`config.mk`:
```
export PLATFORM = sky130hd
export DESIGN_NAME = prog_loader
export DESIGN_NICKNAME = d
export VERILOG_FILES = /design/src/rtl/prog_loader_pkg.sv /design/src/rtl/prog_loader.sv
export SDC_FILE = /design/constraint.sdc
export NUM_CORES = 1
export LEC_CHECK = 0
export BUFFER_PORTS_ARGS = -buffer_cell sky130_fd_sc_hd__buf_2
export CAP_MARGIN = 40
export CORE_MARGIN = 8
export CORE_UTILIZATION = 50
export CTS_CLUSTER_DIAMETER = 100
export DETAILED_ROUTE_END_ITERATION = 6
export GPL_TIMING_DRIVEN = 0
export HOLD_SLACK_MARGIN = 0.1
export PLACE_DENSITY = 0.72
export SETUP_SLACK_MARGIN = 0.2
export SLEW_MARGIN = 40
export SYNTH_ARGS = -nofsm -noshare
export SYNTH_HDL_FRONTEND = slang
export SYNTH_SLANG_ARGS = --single-unit
```
`constraint.sdc`:
```
create_clock -name clk -period 2.45 [get_ports clk]
set_clock_uncertainty 0.05 [all_clocks]
set_input_delay 0.245 -clock clk [delete_from_list [all_inputs] [get_ports clk]]
set_output_delay 0.245 -clock clk [all_outputs]
set_load 0.02 [all_outputs]
```
`src/rtl/prog_loader_pkg.sv`:
```
// Shared types and constants for the instruction-memory program loader.
package prog_loader_pkg;

    localparam int BYTE_W             = 8;
    localparam int LEN_ZERO_MEANS_MAX = 256;

    typedef enum logic [2:0] {
        ST_IDLE = 3'd0,
        ST_LEN  = 3'd1,
        ST_DATA = 3'd2,
        ST_CSUM = 3'd3,
        ST_DONE = 3'd4,
        ST_ERR  = 3'd5
    } state_t;

endpackage

```
`src/rtl/prog_loader.sv`:
```
// Framed byte-stream loader into instruction memory; holds the core until a good load.
// Optional trailing checksum byte enabled by defining PROG_LOADER_CSUM_EN.
module prog_loader
    import prog_loader_pkg::*;
#(
    parameter int ADDR_W    = 8,
    parameter int BASE_ADDR = 0
) (
    input  logic              clk,
    input  logic              reset,
    input  logic              start,
    input  logic              s_valid,
    input  logic [BYTE_W-1:0] s_data,
    output logic              s_ready,
    output logic              imem_we,
    output logic [ADDR_W-1:0] imem_addr,
    output logic [BYTE_W-1:0] imem_wdata,
    output logic              core_hold,
    output logic              done,
    output logic              error
);

    // One extra bit so a length field of 0 can encode the full 256-byte frame.
    localparam int CNT_W = $clog2(LEN_ZERO_MEANS_MAX) + 1;

    state_t             state;
    state_t             state_nxt;
    logic [CNT_W-1:0]   count;
    logic [CNT_W-1:0]   count_inc;
    logic [CNT_W-1:0]   len;
    logic               take;
    logic               last;
`ifdef PROG_LOADER_CSUM_EN
    logic [BYTE_W-1:0]  sum;
`endif

    assign take      = s_valid & s_ready;
    assign count_inc = count + CNT_W'(1);
    assign last      = (count_inc == len);

    always_comb begin
        state_nxt = state;
        case (state)
            ST_IDLE, ST_DONE, ST_ERR: if (start) state_nxt = ST_LEN;
            ST_LEN:                   if (take)  state_nxt = ST_DATA;
            ST_DATA: begin
                if (take && last) begin
`ifdef PROG_LOADER_CSUM_EN
                    state_nxt = ST_CSUM;
`else
                    state_nxt = ST_DONE;
`endif
                end
            end
`ifdef PROG_LOADER_CSUM_EN
            ST_CSUM: if (take) state_nxt = (s_data == sum) ? ST_DONE : ST_ERR;
`endif
            default:                  state_nxt = ST_IDLE;
        endcase
    end

    // Status outputs are registered from the next state so they change with it.
    always_ff @(posedge clk or posedge reset) begin
        if (reset) begin
            state      <= ST_IDLE;
            s_ready    <= 1'b0;
            imem_we    <= 1'b0;
            imem_addr  <= '0;
            imem_wdata <= '0;
            core_hold  <= 1'b1;
            done       <= 1'b0;
            count      <= '0;
            len        <= '0;
        end else begin
            state     <= state_nxt;
            s_ready   <= (state_nxt == ST_LEN) || (state_nxt == ST_DATA) || (state_nxt == ST_CSUM);
            done      <= (state_nxt == ST_DONE);
            core_hold <= (state_nxt != ST_DONE);
            imem_we   <= (state == ST_DATA) && take;
            if (state == ST_LEN && take) begin
                len   <= (s_data == '0) ? CNT_W'(LEN_ZERO_MEANS_MAX) : CNT_W'(s_data);
                count <= '0;
            end
            if (state == ST_DATA && take) begin
                imem_addr  <= ADDR_W'(BASE_ADDR) + ADDR_W'(count);
                imem_wdata <= s_data;
                count      <= count_inc;
            end
        end
    end

`ifdef PROG_LOADER_CSUM_EN
    always_ff @(posedge clk or posedge reset) begin
        if (reset) begin
            sum   <= '0;
            error <= 1'b0;
        end else begin
            error <= (state_nxt == ST_ERR);
            if (state == ST_LEN && take)
                sum <= '0;
            else if (state == ST_DATA && take)
                sum <= sum + s_data;
        end
    end
`else
    assign error = 1'b0;
`endif

endmodule

```
# ---- Yosys cells after proc, flatten, opt, wreduce, memory -nomap -nowiden
# Cells that the tools add are included.
dict set report op_classes {
  n_addsub 1
  n_mul 0
  n_div 0
  n_lt_le_gt_ge 0
  eq_ne 10
  shift 0
  n_mux 7
  bitwise 1
  reduce_logical 9
}
# operator count
set ops {}
lappend ops {{$mux W9} 3}
lappend ops {{$add A9 B1 Y9 const B} 1}
lappend ops {{$eq A3 B2 Y1 const B} 3}
lappend ops {{$eq A3 B3 Y1 const B} 3}
lappend ops {{$eq A9 B9 Y1} 1}
lappend ops {{$mux W3} 3}
lappend ops {{$pmux W3 S3} 1}
lappend ops {{$logic_not A8 Y1} 1}
lappend ops {{$eq A3 B1 Y1 const B} 2}
lappend ops {{$logic_and A1 B1 Y1} 3}
lappend ops {{$logic_not A3 Y1} 1}
lappend ops {{$ne A3 B3 Y1 const B} 1}
lappend ops {{$reduce_or A3 Y1} 1}
lappend ops {{$logic_or A1 B1 Y1} 2}
lappend ops {{$reduce_bool A2 Y1} 1}
lappend ops {{$and A1 B1 Y1} 1}
dict set report totals {
  ff_bits 41
  latch_bits 0
  ram_bits 0
  romBits 0
  input_bits 12
  output_inout_bits 21
  word_cells 37
  memories 0
}

# ---- Depth between registers and ports, before layout
dict set report logic_depth {
  word_depth 8
  mapped_depth 7
  ltp_nobuf 6
}

# ---- Worst setup path after synthesis
# Ideal clock, no wire load.
dict set report synth_path {
  path_kind {register to register}
  start {reg count[1]}
  end {reg core_hold}
  setup_time_ns 0.080
  arrival_time_ns 1.775
  t_required_ns 2.320
  setup_slack_ns 0.546
  stages_incl_launch_ff 8
  n_path_buf 1
  synth_period_minus_slack_ns 1.904
  cell_sequence {dfrtp_1 > ha_1 > buf_2 > and4_4 > a211o_1 > a211oi_2 > o211ai_1 > o22a_1}
}
dict set report synth_via {
  elab_chain_cells 6
}
# item line
set synth_lines {}
lappend synth_lines {{from (decl)} prog_loader.sv:28} ;# logic [CNT_W-1:0] count;
lappend synth_lines {{from (signal assigned)} prog_loader.sv:87} ;# count <= count_inc;
lappend synth_lines {{$add A9 B1 Y9} prog_loader.sv:38} ;# assign count_inc = count + CNT_W'(1);
lappend synth_lines {{$eq A9 B9 Y1} prog_loader.sv:39} ;# assign last = (count_inc == len);
lappend synth_lines {{$logic_and A1 B1 Y1} prog_loader.sv:47} ;# if (take && last) begin
lappend synth_lines {{$mux W3} prog_loader.sv:47}
lappend synth_lines {{$pmux W3 S3} prog_loader.sv:43} ;# case (state)
lappend synth_lines {{$ne A3 B3 Y1} prog_loader.sv:78} ;# core_hold <= (state_nxt != ST_DONE);
lappend synth_lines {{to (signal assigned)} prog_loader.sv:78}
lappend synth_lines {{to (decl)} prog_loader.sv:18} ;# output logic core_hold,
# No other way between the ends.
# A chain may end at the register's enable or synchronous reset.

# ---- Worst setup path in the final report
# Ends and elaborated chain as after synthesis.

==> results.yml <==
placement:
  hpwl_mm: 3.17
  place_congestion: 0.865
  post-place-ws_ns: 0.324
  io_buffers: 31
  placedCellCount: 299
  dpl_cell_area_mm2: 0.00228
critical_path:
  max_stage_delay_ns: 0.46
  worstPathRequired_ns: 2.63
  cp.arrival_ns: 2.30
  worst-path-buf-inv: 1
  r2r-end: "core_hold"
  r2r_start: "count[1]"
  critPathTopFamily: "compound AO/OA/AOI/OAI gates"
  cp_slowest_cell: "dfrtp_1"
  crit_type: "reg2reg"
  cp-end-kind: "flip-flop"
  reg2regPathDepth: 7
  cp_max_fo: 9
  cp-start-kind: "flip-flop"
  cp_cell_sequence: "ha_1 -> buf_2 -> and4_4 -> a211o_1 -> a211oi_2 -> o211ai_1 -> o22a_1"
  reg2reg_slack_ns: 0.33
clock_network:
  cts_tree: "done"
  clockBufferDepth: 2
  post_cts_buffers: 0
  root_buffer: "clkbuf_8"
  clk_pin_slew_ns: 0.08
  cts_buffers: 5
  clkLatencyLatePin_ns: 0.30
  cts_htree_levels: 2
  clock_sinks: 41
detailed_routing:
  wl_met2_mm: 1.98
  wl_met1_mm: 1.96
  highest_layer: "met4"
  via_per_inst: 5.36
  firstDrtPassIters: 4
  routed_wl_mm: 4.29
  drt_iter0_drc: 72
  wl_met3_um: 255
  remaining_drc_errors: 0
  ant_nets: 0
  vias: 1650
  drt-wirelength-per-cell_um: 13.9
logic_synthesis:
  ys_ff_latch: 41
  post_synth_and_or_nand_nor_area_fraction: 0.211
  avgSynthCellArea_um2: 9.46
  synth_mux_area_frac: 0.0437
  synth_compound_area_frac: 0.139
  synth_top_family_by_area: "simple AND/OR/NAND/NOR gates"
  syn_inst: 218
  seq_area_frac_synth: 0.498
  synth_xor_area_frac: 0.0467
  synthAdderAreaFrac: 0.00607
  yosysUniqueCellTypes: 48
  synth_nets: 231
  yosys_warnings: 0
  syn_area_mm2: 0.00206
timing:
  final-setup-viol-count: 0
  hold_viol_final: 0
  setup_slack_ns: 0.327
  period_share: 0.867
  fmax_mhz: 471
  layout_min_cycle_time_ns: 2.12
  final_max_slew_viol_count: 0
  tns_ns: 0
  rsz0062_at_grt: "no"
  holdWs_ns: 0.117
cells_and_area:
  fin_area_mm2: 0.00238
  multi_input_area_um2: 926
  final_nets: 270
  area.growth.synth_to_final_pct: 15.5
  final_core_util: 0.595
  seqCellArea_mm2: 0.00103
  layout.cells.non_filler: 308
  fill_cells: 378
  drive_gt1_frac: 0.275
  n_antenna_cell: 0
die:
  start_util: 0.515
  fp-row-count: 23
  fp.dieW_um: 80.2
  dieArea_mm2: 0.00644
  ios: 33
  core_area_mm2: 0.00400
  dieHeight_um: 80.2
flow_run:
  maxCapViolations: 0
grt:
  grt_max_degree: 42
  antenna_found_initial: 0
  grt-ovfl-total: 0
  grt_pass1_vias: 1613
  grt_pass1_wl_mm: 7.45
  grtUsageTotal: 0.147
worst_hold_path:
  hp-class: "in2reg"
  holdPathStages: 3
  hp-start: "s_data[1]"
  min_to: "imem_wdata[1]"
pwr:
  total_power_mw: 2.24
  power_density_mw_per_mm2: 942
  max-vdd-ir-drop_mv: 0.588
  p_leak_nw: 1.22
status:
  status: "finished, final reports clean"
==> cells by family (layout without fill, tap and decap cells) <==
group | after synthesis | in the layout
mux | 8 | 8
other cells | 1 | 1
xor+xnor | 11 | 11
flops | 41 | 41
buf+inv | 19 | 59
simple gates | 95 | 95
fa+ha+maj | 1 | 1
compound gates | 42 | 42
==> routing by layer <==
metal | GRT usage | vias up
li1 | - | 822
met1 | 0.174 | 776
met2 | 0.234 | 43
met3 | 0.0458 | 9
met4 | 0.0727 | 0
met5 | 0 | -
==> tightest hold or removal path, delay by kind of cell <==
family | cells | cell delay, ns
AND/OR/NAND/NOR | 2 | 0.09
buffers and inverters | 1 | 0.10
==> cells in the final DEF, fill, tap and decap left out, types with 2 or more instances in the layout <==
cell type | netlist | routed
nand2_1 | 57 | 57
dfrtp_1 | 40 | 40
buf_2 | 8 | 39
o21ai_0 | 14 | 14
nor2_1 | 11 | 10
a21oi_1 | 7 | 7
xor2_1 | 7 | 7
mux2_2 | 7 | 7
nand3_1 | 6 | 6
clkbuf_8 | 0 | 5
xnor2_1 | 4 | 4
nand2b_1 | 3 | 3
or3_1 | 3 | 3
buf_6 | 3 | 3
nor4_1 | 3 | 3
buf_4 | 2 | 2
and3_1 | 2 | 2
o21ai_1 | 2 | 2
and4_4 | 2 | 2
clkbuf_1 | 2 | 2
o31ai_1 | 2 | 2
a211oi_1 | 2 | 2
a21o_1 | 2 | 2
nor3_1 | 2 | 2
inv_1 | 3 | 2
clkinv_2 | 0 | 2
==> cell usage after synthesis, drive strengths merged <==
| master | number | share of area |
|---|---|---|
| a211o | 1 | 0.0042 |
| a211oi | 3 | 0.013 |
| a21boi | 1 | 0.0036 |
| a21o | 2 | 0.0073 |
| a21oi | 7 | 0.017 |
| a221oi | 1 | 0.0073 |
| a22o | 1 | 0.0042 |
| a311o | 1 | 0.0055 |
| a31oi | 1 | 0.0030 |
| and2 | 1 | 0.0030 |
| and3 | 4 | 0.015 |
| and4 | 2 | 0.011 |
| buf | 13 | 0.043 |
| clkbuf | 2 | 0.0036 |
| conb | 1 | 0.0018 |
| dfrtp | 40 | 0.49 |
| dfstp | 1 | 0.013 |
| ha | 1 | 0.0061 |
| inv | 4 | 0.0073 |
| mux2 | 8 | 0.044 |
| nand2 | 57 | 0.10 |
| nand2b | 3 | 0.0091 |
| nand3 | 6 | 0.015 |
| nand4 | 1 | 0.0030 |
| nor2 | 11 | 0.020 |
| nor3 | 2 | 0.0049 |
| nor3b | 1 | 0.0036 |
| nor4 | 3 | 0.0091 |
| nor4b | 1 | 0.0042 |
| o211a | 1 | 0.0049 |
| o211ai | 1 | 0.0036 |
| o21a | 1 | 0.0036 |
| o21ai | 16 | 0.039 |
| o22a | 1 | 0.0042 |
| o22ai | 1 | 0.0030 |
| o311ai | 1 | 0.0079 |
| o31ai | 2 | 0.0073 |
| or3 | 3 | 0.0091 |
| xnor2 | 4 | 0.017 |
| xor2 | 7 | 0.030 |
==> sequential cells by signal (all words and copies together) (netlist names) <==
| register | flops |
|---|---|
| imem_addr | 8 |
| s_ready | 1 |
| imem_wdata | 8 |
| len | 9 |
| state | 3 |
| done | 1 |
| imem_we | 1 |
| core_hold | 1 |
| count | 9 |
==> timing repair <==
item | in CTS | in global routing
hold buffers | 1 | 0
gates resized for setup | 0 | 1
setup endpoints to repair | 0 | 2
endpoints found under the hold margin | 40 | 0
==> cell type report <==
type | count | area share
buffer | 15 | 0.0405
clock buffer | 5 | 0.0289
clock inverter | 3 | 0.00736
inverter | 4 | 0.00736
multi-input combinational | 158 | 0.389
sequential | 41 | 0.431
tap | 50 | 0.0263
timing repair buffer | 32 | 0.0694
==> power by group <==
group / leakage (nW) / internal, mW / switching, mW
logic: 0.647 / 0.351 / 0.447
clock network: 0.0439 / 0.197 / 0.239
registers: 0.534 / 0.858 / 0.150
==> worst max path at each step <==
stage	start	end	slack [ns]	cells past startpoint
finish	count[1]	core_hold	0.33	7
global route	count[1]	core_hold	0.22	7
CTS	count[1]	core_hold	0.31	7
detailed placement	count[1]	state[2]	0.32	7
global placement	count[1]	core_hold	0.35	7
floorplan	count[1]	core_hold	0.55	7
Note: power is estimated with default switching activity, not from simulation.
